$ cat config.mk
export PLATFORM = sky130hd
export DESIGN_NAME = mc_control
export DESIGN_NICKNAME = d
export VERILOG_FILES = /design/src/rtl/mc_pkg.sv /design/src/rtl/mc_alu_dec.sv /design/src/rtl/mc_control.sv
export SDC_FILE = /design/constraint.sdc
export NUM_CORES = 1
export LEC_CHECK = 0
export ABC_AREA = 1
export BUFFER_PORTS_ARGS = -buffer_cell sky130_fd_sc_hd__buf_2
export CORE_MARGIN = 5
export CORE_UTILIZATION = 60
export CTS_CLUSTER_DIAMETER = 30
export DETAILED_ROUTE_END_ITERATION = 6
export PLACE_DENSITY = 0.87
export SETUP_SLACK_MARGIN = 0.02
export SLEW_MARGIN = 20
export SYNTH_ARGS = -nofsm -noshare
export SYNTH_HDL_FRONTEND = slang
export SYNTH_SLANG_ARGS = --single-unit
$ cat constraint.sdc
create_clock -name clk -period 7.7 [get_ports clk]
set_clock_uncertainty 0.15 [all_clocks]
set_input_delay 0.77 -clock clk [delete_from_list [all_inputs] [get_ports clk]]
set_output_delay 0.77 -clock clk [all_outputs]
set_load 0.02 [all_outputs]
$ cat src/rtl/mc_pkg.sv
// Shared encodings for the multicycle sequencing controller.
package mc_pkg;

  localparam int unsigned STATE_W  = 4;
  localparam int unsigned OP_W     = 6;
  localparam int unsigned ALU_OP_W = 4;
  localparam int unsigned SEL_W    = 2;
  localparam int unsigned WAIT_W   = 8;

  typedef enum logic [STATE_W-1:0] {
    ST_FETCH  = 4'd0,
    ST_DECODE = 4'd1,
    ST_EXEC_R = 4'd2,
    ST_WB_R   = 4'd3,
    ST_EXEC_I = 4'd4,
    ST_WB_I   = 4'd5,
    ST_ADDR   = 4'd6,
    ST_MEM_RD = 4'd7,
    ST_WB_MEM = 4'd8,
    ST_MEM_WR = 4'd9,
    ST_BRANCH = 4'd10,
    ST_JUMP   = 4'd11
  } state_t;

  // Opcodes
  localparam logic [OP_W-1:0] OP_RTYPE = 6'h00;
  localparam logic [OP_W-1:0] OP_J     = 6'h02;
  localparam logic [OP_W-1:0] OP_BEQ   = 6'h04;
  localparam logic [OP_W-1:0] OP_BNE   = 6'h05;
  localparam logic [OP_W-1:0] OP_ADDI  = 6'h08;
  localparam logic [OP_W-1:0] OP_LW    = 6'h23;
  localparam logic [OP_W-1:0] OP_SW    = 6'h2B;

  // R-type function codes
  localparam logic [OP_W-1:0] FN_ADD = 6'h20;
  localparam logic [OP_W-1:0] FN_SUB = 6'h22;
  localparam logic [OP_W-1:0] FN_AND = 6'h24;
  localparam logic [OP_W-1:0] FN_OR  = 6'h25;
  localparam logic [OP_W-1:0] FN_SLT = 6'h2A;

  // ALU function codes
  localparam logic [ALU_OP_W-1:0] ALU_AND = 4'b0000;
  localparam logic [ALU_OP_W-1:0] ALU_OR  = 4'b0001;
  localparam logic [ALU_OP_W-1:0] ALU_ADD = 4'b0010;
  localparam logic [ALU_OP_W-1:0] ALU_SUB = 4'b0110;
  localparam logic [ALU_OP_W-1:0] ALU_SLT = 4'b0111;

  // ALU operand B select
  localparam logic [SEL_W-1:0] SRCB_RT      = 2'b00;
  localparam logic [SEL_W-1:0] SRCB_FOUR    = 2'b01;
  localparam logic [SEL_W-1:0] SRCB_IMM     = 2'b10;
  localparam logic [SEL_W-1:0] SRCB_IMM_SH2 = 2'b11;

  // Next-PC select
  localparam logic [SEL_W-1:0] PCSRC_ALU    = 2'b00;
  localparam logic [SEL_W-1:0] PCSRC_ALUOUT = 2'b01;
  localparam logic [SEL_W-1:0] PCSRC_JUMP   = 2'b10;

  // Datapath control bundle driven by the sequencer
  typedef struct packed {
    logic                pc_wen;
    logic                ir_wen;
    logic                i_or_d;
    logic                rf_dst;
    logic                rf_wen;
    logic                data_rf;
    logic                alu_src_a;
    logic [SEL_W-1:0]    alu_src_b;
    logic [ALU_OP_W-1:0] alu_op;
    logic                mem_ren;
    logic                mem_wen;
    logic [SEL_W-1:0]    pc_src;
  } ctl_t;

  // States that wait on the memory handshake
  function automatic logic is_wait_state(input state_t s);
    return (s == ST_FETCH) || (s == ST_MEM_RD) || (s == ST_MEM_WR);
  endfunction

endpackage

$ cat src/rtl/mc_alu_dec.sv
// Opcode/funct to ALU function decode with a supported-instruction flag.
module mc_alu_dec
  import mc_pkg::*;
(
  input  logic [OP_W-1:0]     opcode,
  input  logic [OP_W-1:0]     funct,
  output logic [ALU_OP_W-1:0] alu_op,
  output logic                legal
);

  // Decode; any opcode/funct outside the supported set reports legal=0
  always_comb begin
    alu_op = ALU_ADD;
    legal  = 1'b0;
    case (opcode)
      OP_RTYPE: begin
        case (funct)
          FN_ADD: begin alu_op = ALU_ADD; legal = 1'b1; end
          FN_SUB: begin alu_op = ALU_SUB; legal = 1'b1; end
          FN_AND: begin alu_op = ALU_AND; legal = 1'b1; end
          FN_OR:  begin alu_op = ALU_OR;  legal = 1'b1; end
          FN_SLT: begin alu_op = ALU_SLT; legal = 1'b1; end
          default: ;
        endcase
      end
      OP_LW, OP_SW, OP_ADDI: begin
        alu_op = ALU_ADD;
        legal  = 1'b1;
      end
      OP_BEQ, OP_BNE: begin
        alu_op = ALU_SUB;
        legal  = 1'b1;
      end
      OP_J: legal = 1'b1;
      default: ;
    endcase
  end

endmodule

$ cat src/rtl/mc_control.sv
// Multicycle Moore sequencer for the MIPS-subset datapath, with
// cycle/retire counters and sticky illegal/timeout flags.
module mc_control
  import mc_pkg::*;
#(
  parameter int unsigned CNT_W      = 32,
  parameter int unsigned WAIT_LIMIT = 255
) (
  input  logic                clk,
  input  logic                rst,
  input  logic [OP_W-1:0]     opcode,
  input  logic [OP_W-1:0]     funct,
  input  logic                alu_zero,
  input  logic                mem_ready,
  output logic                pc_wen,
  output logic                ir_wen,
  output logic                i_or_d,
  output logic                rf_dst,
  output logic                rf_wen,
  output logic                data_rf,
  output logic                alu_src_a,
  output logic [SEL_W-1:0]    alu_src_b,
  output logic [ALU_OP_W-1:0] alu_op,
  output logic                mem_ren,
  output logic                mem_wen,
  output logic [SEL_W-1:0]    pc_src,
  output logic [STATE_W-1:0]  state_o,
  output logic [CNT_W-1:0]    cycle_cnt,
  output logic [CNT_W-1:0]    retire_cnt,
  output logic                illegal,
  output logic                mem_timeout
);

  // Counter value on the last tolerated low-ready cycle; one more low cycle aborts
  localparam logic [WAIT_W-1:0] WAIT_LAST = WAIT_W'(WAIT_LIMIT - 1);

  state_t              state;
  state_t              state_next;
  logic [WAIT_W-1:0]   wait_cnt;
  logic [WAIT_W-1:0]   wait_cnt_next;
  logic                waiting_c;
  logic                abort_c;
  logic                retire_c;
  logic                illegal_set_c;
  ctl_t                ctl_c;
  ctl_t                ctl_out_c;
  logic [ALU_OP_W-1:0] dec_alu_op;
  logic                dec_legal;

  mc_alu_dec u_alu_dec (
    .opcode (opcode),
    .funct  (funct),
    .alu_op (dec_alu_op),
    .legal  (dec_legal)
  );

  // Memory wait tracking; ready in the limit cycle still counts as success
  assign waiting_c     = is_wait_state(state) & ~mem_ready;
  assign abort_c       = waiting_c & (wait_cnt == WAIT_LAST);
  assign wait_cnt_next = (waiting_c && !abort_c) ? wait_cnt + WAIT_W'(1) : '0;

  // State register
  always_ff @(posedge clk or posedge rst) begin
    if (rst) state <= ST_FETCH;
    else     state <= state_next;
  end

  // Next-state and Moore control decode
  always_comb begin
    state_next    = state;
    ctl_c         = '0;
    retire_c      = 1'b0;
    illegal_set_c = 1'b0;
    case (state)
      ST_FETCH: begin
        ctl_c.mem_ren   = 1'b1;
        ctl_c.alu_src_b = SRCB_FOUR;
        ctl_c.alu_op    = ALU_ADD;
        ctl_c.pc_src    = PCSRC_ALU;
        ctl_c.ir_wen    = mem_ready;
        ctl_c.pc_wen    = mem_ready;
        // An abort simply restarts the fetch in place
        if (mem_ready) state_next = ST_DECODE;
      end
      ST_DECODE: begin
        ctl_c.alu_src_b = SRCB_IMM_SH2;
        ctl_c.alu_op    = ALU_ADD;
        state_next      = ST_FETCH;
        if (!dec_legal) begin
          illegal_set_c = 1'b1;
        end else begin
          case (opcode)
            OP_RTYPE:       state_next = ST_EXEC_R;
            OP_LW, OP_SW:   state_next = ST_ADDR;
            OP_ADDI:        state_next = ST_EXEC_I;
            OP_BEQ, OP_BNE: state_next = ST_BRANCH;
            OP_J:           state_next = ST_JUMP;
            default:        illegal_set_c = 1'b1;
          endcase
        end
      end
      ST_EXEC_R: begin
        ctl_c.alu_src_a = 1'b1;
        ctl_c.alu_src_b = SRCB_RT;
        ctl_c.alu_op    = dec_alu_op;
        state_next      = ST_WB_R;
      end
      ST_WB_R: begin
        ctl_c.rf_dst = 1'b1;
        ctl_c.rf_wen = 1'b1;
        retire_c     = 1'b1;
        state_next   = ST_FETCH;
      end
      ST_EXEC_I: begin
        ctl_c.alu_src_a = 1'b1;
        ctl_c.alu_src_b = SRCB_IMM;
        ctl_c.alu_op    = ALU_ADD;
        state_next      = ST_WB_I;
      end
      ST_WB_I: begin
        ctl_c.rf_wen = 1'b1;
        retire_c     = 1'b1;
        state_next   = ST_FETCH;
      end
      ST_ADDR: begin
        ctl_c.alu_src_a = 1'b1;
        ctl_c.alu_src_b = SRCB_IMM;
        ctl_c.alu_op    = ALU_ADD;
        state_next      = (opcode == OP_SW) ? ST_MEM_WR : ST_MEM_RD;
      end
      ST_MEM_RD: begin
        ctl_c.mem_ren = 1'b1;
        ctl_c.i_or_d  = 1'b1;
        if (abort_c)        state_next = ST_FETCH;
        else if (mem_ready) state_next = ST_WB_MEM;
      end
      ST_WB_MEM: begin
        ctl_c.data_rf = 1'b1;
        ctl_c.rf_wen  = 1'b1;
        retire_c      = 1'b1;
        state_next    = ST_FETCH;
      end
      ST_MEM_WR: begin
        ctl_c.mem_wen = 1'b1;
        ctl_c.i_or_d  = 1'b1;
        if (abort_c) begin
          state_next = ST_FETCH;
        end else if (mem_ready) begin
          retire_c   = 1'b1;
          state_next = ST_FETCH;
        end
      end
      ST_BRANCH: begin
        ctl_c.alu_src_a = 1'b1;
        ctl_c.alu_src_b = SRCB_RT;
        ctl_c.alu_op    = ALU_SUB;
        ctl_c.pc_src    = PCSRC_ALUOUT;
        ctl_c.pc_wen    = (opcode == OP_BNE) ? ~alu_zero : alu_zero;
        retire_c        = 1'b1;
        state_next      = ST_FETCH;
      end
      ST_JUMP: begin
        ctl_c.pc_src = PCSRC_JUMP;
        ctl_c.pc_wen = 1'b1;
        retire_c     = 1'b1;
        state_next   = ST_FETCH;
      end
      default: state_next = ST_FETCH;
    endcase
  end

  // Wait counter, event counters and sticky flags
  always_ff @(posedge clk or posedge rst) begin
    if (rst) begin
      wait_cnt    <= '0;
      cycle_cnt   <= '0;
      retire_cnt  <= '0;
      illegal     <= 1'b0;
      mem_timeout <= 1'b0;
    end else begin
      wait_cnt  <= wait_cnt_next;
      cycle_cnt <= cycle_cnt + CNT_W'(1);
      if (retire_c)      retire_cnt  <= retire_cnt + CNT_W'(1);
      if (illegal_set_c) illegal     <= 1'b1;
      if (abort_c)       mem_timeout <= 1'b1;
    end
  end

  // Reset forces every enable and select low without waiting for a clock
  assign ctl_out_c = rst ? '0 : ctl_c;

  assign pc_wen    = ctl_out_c.pc_wen;
  assign ir_wen    = ctl_out_c.ir_wen;
  assign i_or_d    = ctl_out_c.i_or_d;
  assign rf_dst    = ctl_out_c.rf_dst;
  assign rf_wen    = ctl_out_c.rf_wen;
  assign data_rf   = ctl_out_c.data_rf;
  assign alu_src_a = ctl_out_c.alu_src_a;
  assign alu_src_b = ctl_out_c.alu_src_b;
  assign alu_op    = ctl_out_c.alu_op;
  assign mem_ren   = ctl_out_c.mem_ren;
  assign mem_wen   = ctl_out_c.mem_wen;
  assign pc_src    = ctl_out_c.pc_src;
  assign state_o   = state;

endmodule

* Yosys cells after proc, flatten, opt, wreduce, memory -nomap -nowiden
Index checks and enable logic that the tools add are counted.
** Word-level totals
- Logic and storage cells :: 90
- Output and inout bits :: 87
- Bits of input ports :: 16
- Register bits after elaboration :: 78
** Cells by class
- Add/subtract/negate cells :: 3
- Equality and inequality tests :: 26
- Multiplexer cells :: 33
- Reduce and logical (&&, ||, !) cells :: 18
- Bitwise logic cells :: 4
** Operators by type and width (number)
- 32-bit by 1-bit adder with 32-bit output (second input constant) :: 2
- 6-bit equality test (second input constant) :: 7
- 6-bit case mux with 5 select lines :: 1
- 4-bit 2-to-1 mux :: 7
- 4-bit case mux with 7 select lines :: 1
- 4-bit case mux with 5 select lines :: 1
- 17-bit 2-to-1 mux :: 1
- 4-bit by 3-bit equality test with 1-bit output (second input constant) :: 4
- 4-bit equality test (second input constant) :: 4
- 1-bit 2-to-1 mux :: 15
- 6-bit by 3-bit equality test with 1-bit output (second input constant) :: 2
- 3-bit case mux with 4 select lines :: 1
- 2-bit OR reduction :: 5
- 5-bit OR reduction :: 2
- 8-bit by 1-bit adder with 8-bit output (second input constant) :: 1
- 4-bit by 2-bit equality test with 1-bit output (second input constant) :: 2
- 8-bit equality test (second input constant) :: 1
- 8-bit 2-to-1 mux :: 1
- 4-bit case mux with 2 select lines :: 1
- 7-bit OR reduction :: 1
- 6-bit by 2-bit equality test with 1-bit output (second input constant) :: 1
- 6-bit by 4-bit equality test with 1-bit output (second input constant) :: 1
- 6-bit zero test :: 1
- 3-bit != test (second input constant) :: 2
- 15 further kinds :: 19

* Depth between registers and ports, before layout
Gate-level depths: netlist of run 1.
- Word-level depth :: 8
- Mapped depth :: 11
- Gate-level depth less buffers :: 10

* Modules after synthesis
Synthesis of run 1 repeated with hierarchy kept, for this count alone.
** Unflattened totals
- Cell total of the unflattened synthesis :: 734
- Area, all modules :: 4914.7 um^2
** By module, submodules not included
- mc_control :: area each 4717.0 um^2, sequential area each 1951.9 um^2, times used 1, cells each 690
- mc_alu_dec :: area each 197.7 um^2, sequential area each 0.0 um^2, times used 1, cells each 44

* Worst setup path before layout of run 1
Ideal clock, no wire load.
- Kind :: input-to-output
- From :: input rst
- To :: output alu_op[1]
- Cell stages on the path :: 3
- Slack :: 3.823 ns
- Required time :: 6.780 ns
- Buffers on the path :: 0
- Data arrival time :: 2.957 ns
- Cells stage by stage :: inv_1 > o21ai_0 > nand2_1
** Between the ends
- Cells in the longest elaborated chain, start to end :: 1
** Ends and longest elaborated chain
- start: declaration :: line mc_control.sv:10 : input logic rst,
- 17-bit 2-to-1 mux :: line mc_control.sv:190 : assign ctl_out_c = rst ? '0 : ctl_c;
- end: declaration :: line mc_control.sv:23 : output logic [ALU_OP_W-1:0] alu_op,
Every way passes these cells.

* Final worst setup path of run 1
- From :: input opcode[5]
- To :: output alu_op[2]
** Between the ends
- Cells in the longest elaborated chain, start to end :: 5
- Elaborated cells between the ends (all ways) :: 7
- Those cells by class :: eq/ne (2); mux (3); reduce/logical (2)
** Ends and longest elaborated chain
- start: declaration :: line mc_control.sv:11 : input logic [OP_W-1:0] opcode,
- 6-bit by 3-bit equality test with 1-bit output :: line mc_alu_dec.sv:15 : case (opcode)
- 2-bit OR reduction :: line mc_alu_dec.sv:15
- 4-bit case mux with 2 select lines * :: line mc_alu_dec.sv:15
- 6-bit case mux with 5 select lines * :: line mc_control.sv:74 : case (state)
- 17-bit 2-to-1 mux * :: line mc_control.sv:190
Every way passes the cells marked *; elsewhere a longest branch is shown, timed or not.

==> results of run 1 <==
-- metrics by stage --
stage	util, %	hold slack [ps]	power (mW)
floorplan	-	304	0.636
global placement	69.9	296	0.685
detailed placement	69.9	304	0.691
CTS	72.8	196	1.04
global route	72.8	211	1.08
finish	72.8	206	1.03
-- cells by family (layout without fill, tap and decap cells) --
group	count (synthesis)	in the layout
compound gates	26	26
fa+ha+maj	4	4
simple gates	483	483
buf+inv	86	197
flops	78	78
xor+xnor	32	32
other cells	1	1
-- state kept, by name, indices dropped and copies added, names as in the netlist --
name / cells
cycle_cnt: 32
retire_cnt: 32
wait_cnt: 8
state_o: 4
illegal: 1
mem_timeout: 1
-- layout by cell type, fill, tap and decap left out, types with 3 or more instances in the layout --
| cell type | n |
|---|---|
| nand4_1 | 11 |
| dfrtp_1 | 78 |
| ha_1 | 4 |
| clkbuf_8 | 10 |
| inv_1 | 74 |
| xnor2_1 | 11 |
| nand3_1 | 37 |
| o21ai_1 | 3 |
| nand3_2 | 3 |
| buf_2 | 101 |
| nor2_4 | 3 |
| nor2_1 | 112 |
| inv_2 | 4 |
| nand3b_1 | 19 |
| nand2_2 | 4 |
| nor2_2 | 6 |
| o21ai_0 | 7 |
| nor3_1 | 19 |
| nand2_1 | 263 |
| xor2_1 | 20 |
| a21oi_1 | 12 |
-- routing by layer --
layer	vias up	part of all wire, %	global-route usage (%)
met4	0	2.3	11.1
met1	2248	42	32.3
met3	27	6.4	3.68
li1	2415	-	-
met2	187	49	44.3
met5	-	0	0
-- final cells by class --
class	instances	area [µm²]	area share, %
clock buffer	11	141	2.49
multi-input combinational	546	2570	45.2
clock inverter	5	81.3	1.43
sequential	78	1950	34.3
inverter	79	298	5.24
tap	102	128	2.25
timing repair buffer	102	513	9.03
-- power by group --
part / internal [mW] / switching, mW / leakage [nW]
Sequential: 0.429 / 0.0276 / 1.05
Clock: 0.192 / 0.160 / 0.110
Combinational: 0.0668 / 0.159 / 1.84
Total: 0.688 / 0.347 / 3.01
-- path summary, 6_finish.rpt --
kind	depth (start not counted)	slack, ps	from	endpoint
min reg2reg	2	330	illegal$_DFFE_PP0P_	illegal$_DFFE_PP0P_
max reg2reg	7	5670	state_o[3]$_DFFE_PP0P_	retire_cnt[18]$_DFFE_PP0P_
max	7	4860	opcode[5]	alu_op[2]
max in group asynchronous	3	6040	rst	retire_cnt[20]$_DFFE_PP0P_
min	2	210	rst	mem_timeout$_DFFE_PP0P_
min in group clk	2	330	illegal$_DFFE_PP0P_	illegal$_DFFE_PP0P_
==> results.toml, run 1 <==
[die]
io_pins = 103
rows = 32
fp.dieH_um = 100
initial_utilization_pct = 62.5
die_x_um = 100
core_um2 = 7810
die_area_um2 = 10000

[timing]
final_hold_viol_count = 0
max_freq_mhz = 352
setup_tns_ps = 0
slew_violations = 0
finalSetupViolCount = 0
tightest_slew_ps = 985
relSlewSlack_pct = 34.3
post-route-min-period_ps = 2840
worst_slack_ps = 4860
min_period_over_period_pct = 36.9
rsz0062_at_grt = "false"

[layout]
fillCellCount = 644
stdcell_count = 923
synthToLayoutAreaGrowth_pct = 16.5
stdcell_area_um2 = 5680
final_nets = 836
antenna_cells = 0
drive_gt1_share_pct = 17.7

[critical_path]
crit_chain = "buf_2 > nor2_1 > nand3_1 > o21ai_0 > nand2_1 > a21oi_1 > buf_2"
worstPathMaxFanout = 6
worstSetupPathType = "input pin to output port"
worstPathArrival_ps = 1920
critical_path_buf_inv_count = 2
cpLargestDelayFamily = "simple AND/OR/NAND/NOR gates"
critPathMaxStageDelay_ps = 310
cp-start-kind = "input pin"
cp_common_cell = "buf_2"
cp.required_ps = 6780
cp-end-kind = "output port"
crit_slowest_cell = "nor2_1"

[global_routing]
antenna_found_initial = 0
grt-ovfl-total = 0
grt_max_degree = 78
grt_pass1_wl_mm = 21.1
grt_use_total_pct = 25.8
first_global_vias = 4741

[clock_tree]
cts_resized = 0
h-tree-depth = 3
cts_sinks = 78
numCtsBuffers = 9
cts_setup_buffers = 0
insertion_delay_ps = 360
cts_tree = "yes"
clk_pin_slew_worst_paths_ps = 90
hold_buffers = 0
clockRootBuffer = "clkbuf_8"
clk_path_buf_depth = 2

[logic_synthesis]
synth.area.mux_share_pct = 0
ys_warn_count = 0
yosys.area_share.simple_pct = 42.9
synth.cell_area_um2 = 4880
synth_top_area_share_pct = 40.0
ys_top_cells_by_count = "nand2_1, nor2_1, dfrtp_1, inv_1, nand3_1"
synthFlopType = "dfrtp_1"
synth.distinct_cells = 32
syn_inst = 710
synth_top_family_by_area = "simple AND/OR/NAND/NOR gates"
synthAdderAreaFrac_pct = 1.03
synth_edf_count = 0
synth_most_common_cell = "nand2_1"
synth_xor_xnor_area_share_pct = 5.90
syn-num-nets = 730
synthArstFlopShare_pct = 100
synth-compound-area-share_pct = 2.80
synth-seq-cells = 78
yosys.area.top_type = "dfrtp_1"
syn_avg_cell_area_um2 = 6.87
synthTopCellsByArea = "dfrtp_1, nand2_1, nor2_1"
ys_seq_area_share_pct = 40.0

[status]
status = "finished, final reports clean"

[route]
drc = 0
drtAntennaViolNets = 0
dr.pass1.iters = 5
drt-wirelength-per-cell_um = 13.4
drt-total-wl_mm = 12.4
drt_iter0_markers = 246
via_count = 4877
avgViaCountPerCell = 5.28

[power]
p_leak_nw = 3.01
power_density_nw_per_um2 = 182
ir_drop_mv = 0.110

[flow_run]
maxCapViolCount = 0

[hold_path]
hp-class = "input pin to asynchronous set/reset pin"

[place]
pre_cts_slack_ps = 4870
placed_area_um2 = 5460
dp.cells = 907
numPortBuffers = 101
hpwl_mm = 9.37
gp_congestion = 0.917
(Power assumes the default switching activity.)
==> run 2, diff against run 1 <==
--- a/config.mk
+++ b/config.mk
@@ -5,13 +5,13 @@
 export SDC_FILE = /design/constraint.sdc
 export NUM_CORES = 1
 export LEC_CHECK = 0
-export ABC_AREA = 1
+export ABC_AREA = 0
 export BUFFER_PORTS_ARGS = -buffer_cell sky130_fd_sc_hd__buf_2
 export CORE_MARGIN = 5
-export CORE_UTILIZATION = 60
+export CORE_UTILIZATION = 53
 export CTS_CLUSTER_DIAMETER = 30
 export DETAILED_ROUTE_END_ITERATION = 6
-export PLACE_DENSITY = 0.87
+export PLACE_DENSITY = 0.8
 export SETUP_SLACK_MARGIN = 0.02
 export SLEW_MARGIN = 20
 export SYNTH_ARGS = -nofsm -noshare
==> constraint.sdc (replaced) <==
create_clock -name clk -period 2.9 [get_ports clk]
set_clock_uncertainty 0.15 [all_clocks]
set_input_delay 0.29 -clock clk [delete_from_list [all_inputs] [get_ports clk]]
set_output_delay 0.29 -clock clk [all_outputs]
set_load 0.02 [all_outputs]
==> results.toml, run 2 <==
[layout]
drive_gt1_share_pct = 27.1
synthToLayoutAreaGrowth_pct = 21.0
register_area_um2 = 1950
layout_commonest_cell = "buf_2"
reg_top3 = "cycle_cnt (32), retire_cnt (32), wait_cnt (8)"
antenna_cells = 0
fillCellCount = 613
layout_common_cells = "buf_2, dfrtp_1, xnor2_1"
multi_input_area_um2 = 1950
final_nets = 524

[clock_tree]
clk_path_buf_depth = 2
cts_sinks = 78
cts_resized = 0
clk_pin_slew_worst_paths_ps = 80
insertion_delay_ps = 350
numCtsBuffers = 9
cts_tree = "yes"
h-tree-depth = 3
hold_buffers = 0
cts_setup_buffers = 0
clockRootBuffer = "clkbuf_8"

[timing]
setup_tns_ps = 0
final_hold_viol_count = 0
rsz0062_at_grt = "false"
min_period_over_period_pct = 83.5
slew_violations = 0
relSlewSlack_pct = 36.0
worst_slack_ps = 479
tightest_slew_ps = 959
max_freq_mhz = 413
finalSetupViolCount = 0
post-route-min-period_ps = 2420

[global_routing]
use_met2_pct = 29.5
use_met3_pct = 6.19
grt_util_met1_pct = 25.0
grt_max_degree = 79
grt_busiest_layer = "met2"
grt-ovfl-total = 0
grt_use_total_pct = 18.7
antenna_found_initial = 0
first_global_vias = 3184
grt_pass1_wl_mm = 14.9

[route]
drtAntennaViolNets = 0
via_count = 3304
drc = 0
dr.pass1.iters = 5
drt-total-wl_mm = 8.74
drt-wirelength-per-cell_um = 14.4
drt_iter0_markers = 120
avgViaCountPerCell = 5.43

[power]
p_int_mw = 1.74
p_leak_nw = 2.22
power.switching_uw = 868
power_density_nw_per_um2 = 540
clockPowerShare_pct = 32.9
swShare_pct = 33.3
p_comb_share_pct = 19.2
ir_drop_mv = 0.314
power_frac_seq_pct = 47.9

[logic_synthesis]
syn_avg_cell_area_um2 = 9.98
syn-num-nets = 419
synthTopCellsByArea = "dfrtp_1, xnor2_1, xor2_1"
ys_top_cells_by_count = "dfrtp_1, xnor2_1, nand2_1, nand3_1, nor2_1"
synth_xor_xnor_area_share_pct = 15.2
ys_seq_area_share_pct = 49.0
synth_top_family_by_area = "simple AND/OR/NAND/NOR gates"
synthAdderAreaFrac_pct = 1.26
synthArstFlopShare_pct = 100
synth-compound-area-share_pct = 7.16
yosys.area.top_type = "dfrtp_1"
synth.area.mux_share_pct = 0.785
syn_inst = 399
synth-seq-cells = 78
synth_most_common_cell = "dfrtp_1"
synthFlopType = "dfrtp_1"
synth.cell_area_um2 = 3980
ys_warn_count = 0
synth_top_area_share_pct = 49.0
synth_edf_count = 0
synth.distinct_cells = 50
yosys.area_share.simple_pct = 24.3

[hold_path]
hp-class = "input pin to flop"

[critical_path]
cp.required_ps = 2460
critPathMaxStageDelay_ps = 580
worstPathArrival_ps = 1980
cp-start-kind = "flop"
crit_slowest_cell = "dfrtp_1"
crit_chain = "inv_1 > buf_4 > nand2_1 > or3_1 > a21oi_1 > buf_2"
worstSetupPathType = "flop to output port"
worstPathMaxFanout = 18
cp-end-kind = "output port"

[place]
gp_congestion = 0.897
hpwl_mm = 6.43
pre_cts_slack_ps = 587
numPortBuffers = 101

[die]
die_area_um2 = 9350
fp.dieH_um = 96.7
initial_utilization_pct = 54.6
rows = 31
core_um2 = 7290
die_x_um = 96.7
io_pins = 103

[flow_run]
maxCapViolCount = 0

[status]
status = "finished, final reports clean"
run 2: cell types whose count changed in the layout (fill, tap and decap cells not counted), moves of 18 or more:
| cell | change |
|---|---|
| nor2_1 | -85 |
| nand2_1 | -225 |
| nand3b_1 | -18 |
| xnor2_1 | +38 |
| inv_1 | -65 |
run 2: power groups by stage:
stage	Combinational, mW	Clock, mW	Sequential (mW)
CTS	0.504	0.881	1.25
global route	0.549	0.926	1.26
global placement	0.491	0	1.26
detailed placement	0.503	0	1.27
floorplan	0.308	0	1.28
finish	0.500	0.856	1.25
run 2: critical path, delay by kind of cell, from the launching register on:
family	cells	cell delay, ps
AO/OA/AOI/OAI	1	130
AND/OR/NAND/NOR	2	440
buffers and inverters	3	490
flip-flops	1	580
run 2: final timing paths:
| kind | cells after the start | endpoint | start | slack [ps] |
|---|---|---|---|---|
| min in group asynchronous | 3 | state_o[2]$_DFFE_PP0P_ | rst | 200 |
| hold / removal | 2 | state_o[3]$_DFFE_PP0P_ | mem_ready | 110 |
| setup reg to reg | 5 | cycle_cnt[31]$_DFF_PP0_ | cycle_cnt[14]$_DFF_PP0_ | 540 |
| hold reg to reg | 1 | mem_timeout$_DFFE_PP0P_ | mem_timeout$_DFFE_PP0P_ | 320 |
| setup / recovery | 6 | alu_op[1] | state_o[0]$_DFFE_PP0P_ | 480 |
| max in group asynchronous | 3 | cycle_cnt[28]$_DFF_PP0_ | rst | 1780 |
run 2: cell families after synthesis:
family	after synthesis
compound gates	39
xor+xnor	69
fa+ha+maj	4
buf+inv	22
flops	78
mux	3
other cells	1
simple gates	183
run 2: final cells by class:
cell class	instances	share of cell area, %
multi-input cells	299	40.4
clock buffers	9	2.57
clock inverters	7	1.87
inverters	10	0.856
flip-flops and latches	78	40.5
well taps	99	2.57
repair buffers	106	11.3
run 2: stage by stage:
step | power, mW | hold slack (ps) | utilization, % | area [µm²] | std cells
final | 2.61 | 111 | 66.1 | 4820 | 608
after global routing | 2.74 | 100 | 66.1 | 4820 | 608
after global placement | 1.75 | 304 | 63.2 | 4610 | 592
after CTS | 2.63 | 89.3 | 66.1 | 4820 | 608
after floorplan | 1.59 | 254 | - | 3990 | 399
after detailed placement | 1.77 | 305 | 63.2 | 4610 | 592
run 2: layer usage:
metal | vias to the layer above | wire length [µm]
met1 | 1570 | 3970
met5 | - | 0
met4 | 0 | 82
met3 | 11 | 651
li1 | 1616 | -
met2 | 107 | 4040
==> run 3, diff against run 2 <==
--- a/config.mk
+++ b/config.mk
@@ -5,10 +5,10 @@
 export SDC_FILE = /design/constraint.sdc
 export NUM_CORES = 1
 export LEC_CHECK = 0
-export ABC_AREA = 0
+export ABC_AREA = 1
 export BUFFER_PORTS_ARGS = -buffer_cell sky130_fd_sc_hd__buf_2
 export CORE_MARGIN = 5
-export CORE_UTILIZATION = 53
+export CORE_UTILIZATION = 55
 export CTS_CLUSTER_DIAMETER = 30
 export DETAILED_ROUTE_END_ITERATION = 6
 export PLACE_DENSITY = 0.8
==> constraint.sdc (replaced) <==
create_clock -name clk -period 2.4 [get_ports clk]
set_clock_uncertainty 0.15 [all_clocks]
set_input_delay 0.24 -clock clk [delete_from_list [all_inputs] [get_ports clk]]
set_output_delay 0.24 -clock clk [all_outputs]
set_load 0.02 [all_outputs]
==> results.toml, run 3 (synthesis results as in run 1) <==
[timing]
final_hold_viol_count = 0
tightest_slew_ps = 516
min_period_over_period_pct = 89.8
worst_slack_ps = 245
setup_tns_ps = 0
holdWs_ps = 53.2
slew_violations = 0
post-route-min-period_ps = 2160
rsz0062_at_grt = "false"
max_freq_mhz = 464
relSlewSlack_pct = 65.6
finalSetupViolCount = 0

[critical_path]
cp.required_ps = 2010
cp-start-kind = "flop"
worstPathArrival_ps = 1770
cp-end-kind = "output port"
worstSetupPathType = "flop to output port"
worstPathMaxFanout = 6

[place]
dp.cells = 915
hpwl_mm = 9.66
numPortBuffers = 101
placed_area_um2 = 5490
gp_congestion = 0.961
pre_cts_slack_ps = 558

[layout]
synthToLayoutAreaGrowth_pct = 17.7
fin_util_pct = 66.2
multi_input_area_um2 = 2570
final_nets = 838
layout_common_cells = "nand2_1, nor2_1, buf_2"
register_area_um2 = 1950
antenna_cells = 0
stdcell_count = 931
reg_top3 = "cycle_cnt (32), retire_cnt (32), wait_cnt (8)"
layout_commonest_cell = "nand2_1"
drive_gt1_share_pct = 18.2
stdcell_area_um2 = 5740
fillCellCount = 782

[power]
power_density_nw_per_um2 = 600
power.switching_mw = 1.12
power_frac_seq_pct = 42.3
p_int_mw = 2.33
power_mw = 3.45
p_leak_nw = 3.03
swShare_pct = 32.5
p_comb_share_pct = 21.7
ir_drop_mv = 0.346
clockPowerShare_pct = 35.9

[die]
core_um2 = 8680
initial_utilization_pct = 56.2
io_pins = 103
fp.dieH_um = 104
die_area_um2 = 10900
rows = 34
die_x_um = 104

[clock_tree]
clk_pin_slew_worst_paths_ps = 90
h-tree-depth = 3
insertion_delay_ps = 350
cts_resized = 0
cts_setup_buffers = 0
clk_path_buf_depth = 2
cts_sinks = 78
numCtsBuffers = 9
hold_buffers = 0
clockRootBuffer = "clkbuf_8"
cts_tree = "yes"

[global_routing]
antenna_found_initial = 0
grt_pass1_wl_mm = 21.5
grt-ovfl-total = 0
first_global_vias = 4548
grt_max_degree = 41
grt_use_total_pct = 23.5

[route]
drt-wirelength-per-cell_um = 13.4
avgViaCountPerCell = 5.23
drtAntennaViolNets = 0
drt_iter0_markers = 330
via_count = 4869
drc = 0
dr.pass1.iters = 5
drt-total-wl_mm = 12.5

[status]
status = "finished, final reports clean"

[flow_run]
maxCapViolCount = 0

[hold_path]
hp-class = "input pin to asynchronous set/reset pin"
run 3: changes by cell type in the layout (fill, tap and decap cells not counted), sizes merged, moves of 5 or more:
cell,change
nor2,+91
nor2b,-7
and3,-7
nand3b,+19
nor3,+5
nand2,+229
nand3,+6
inv,+67
a21oi,+5
and4,-8
nand4,-7
xnor2,-38
o21ai,+6
run 3: layout make-up:
type | count | share of cell area [%]
clock buffers | 10 | 2.40
repair buffers | 104 | 9.19
clock inverters | 6 | 2.03
inverters | 79 | 5.23
multi-input cells | 546 | 44.8
well taps | 108 | 2.35
flip-flops and latches | 78 | 34.0
run 3: power by group through the flow:
stage          Sequential [mW]  Clock [mW]  Combinational, mW
5_1_grt                   1.47        1.32              0.837
3_3_place_gp              1.48           0              0.727
4_1_cts                   1.46        1.26              0.749
3_5_place_dp              1.48           0              0.744
2_1_floorplan             1.54           0              0.503
6_report                  1.46        1.24              0.749
run 3: path summary, 6_finish.rpt:
path,startpoint,endpoint,slack (ps),cells past startpoint
setup / recovery,state_o[1]$_DFFE_PP0P_,pc_wen,240,7
min in group clk,opcode[2],state_o[2]$_DFFE_PP0P_,120,4
max in group asynchronous,rst,retire_cnt[31]$_DFFE_PP0P_,1680,3
hold reg to reg,mem_timeout$_DFFE_PP0P_,mem_timeout$_DFFE_PP0P_,320,2
setup reg to reg,state_o[0]$_DFFE_PP0P_,retire_cnt[7]$_DFFE_PP0P_,560,8
hold / removal,rst,cycle_cnt[22]$_DFF_PP0_,50,3
run 3: critical path: stages (launching register included):
cell and delay [ps]:
dfrtp_1 440, inv_2 70, nor2_1 230, inv_1 90, nor2_2 180, nand3_1 110
a21oi_1 120, buf_2 170
run 3: routing by layer:
layer	share of wire (%)	vias to the layer above	wire, µm	global-route usage, %
met5	0	-	0	0
met4	1.6	0	201	7.49
met3	7.2	19	905	4.03
met2	48	169	6000	38.2
met1	43	2253	5420	32.0
li1	-	2428	-	-
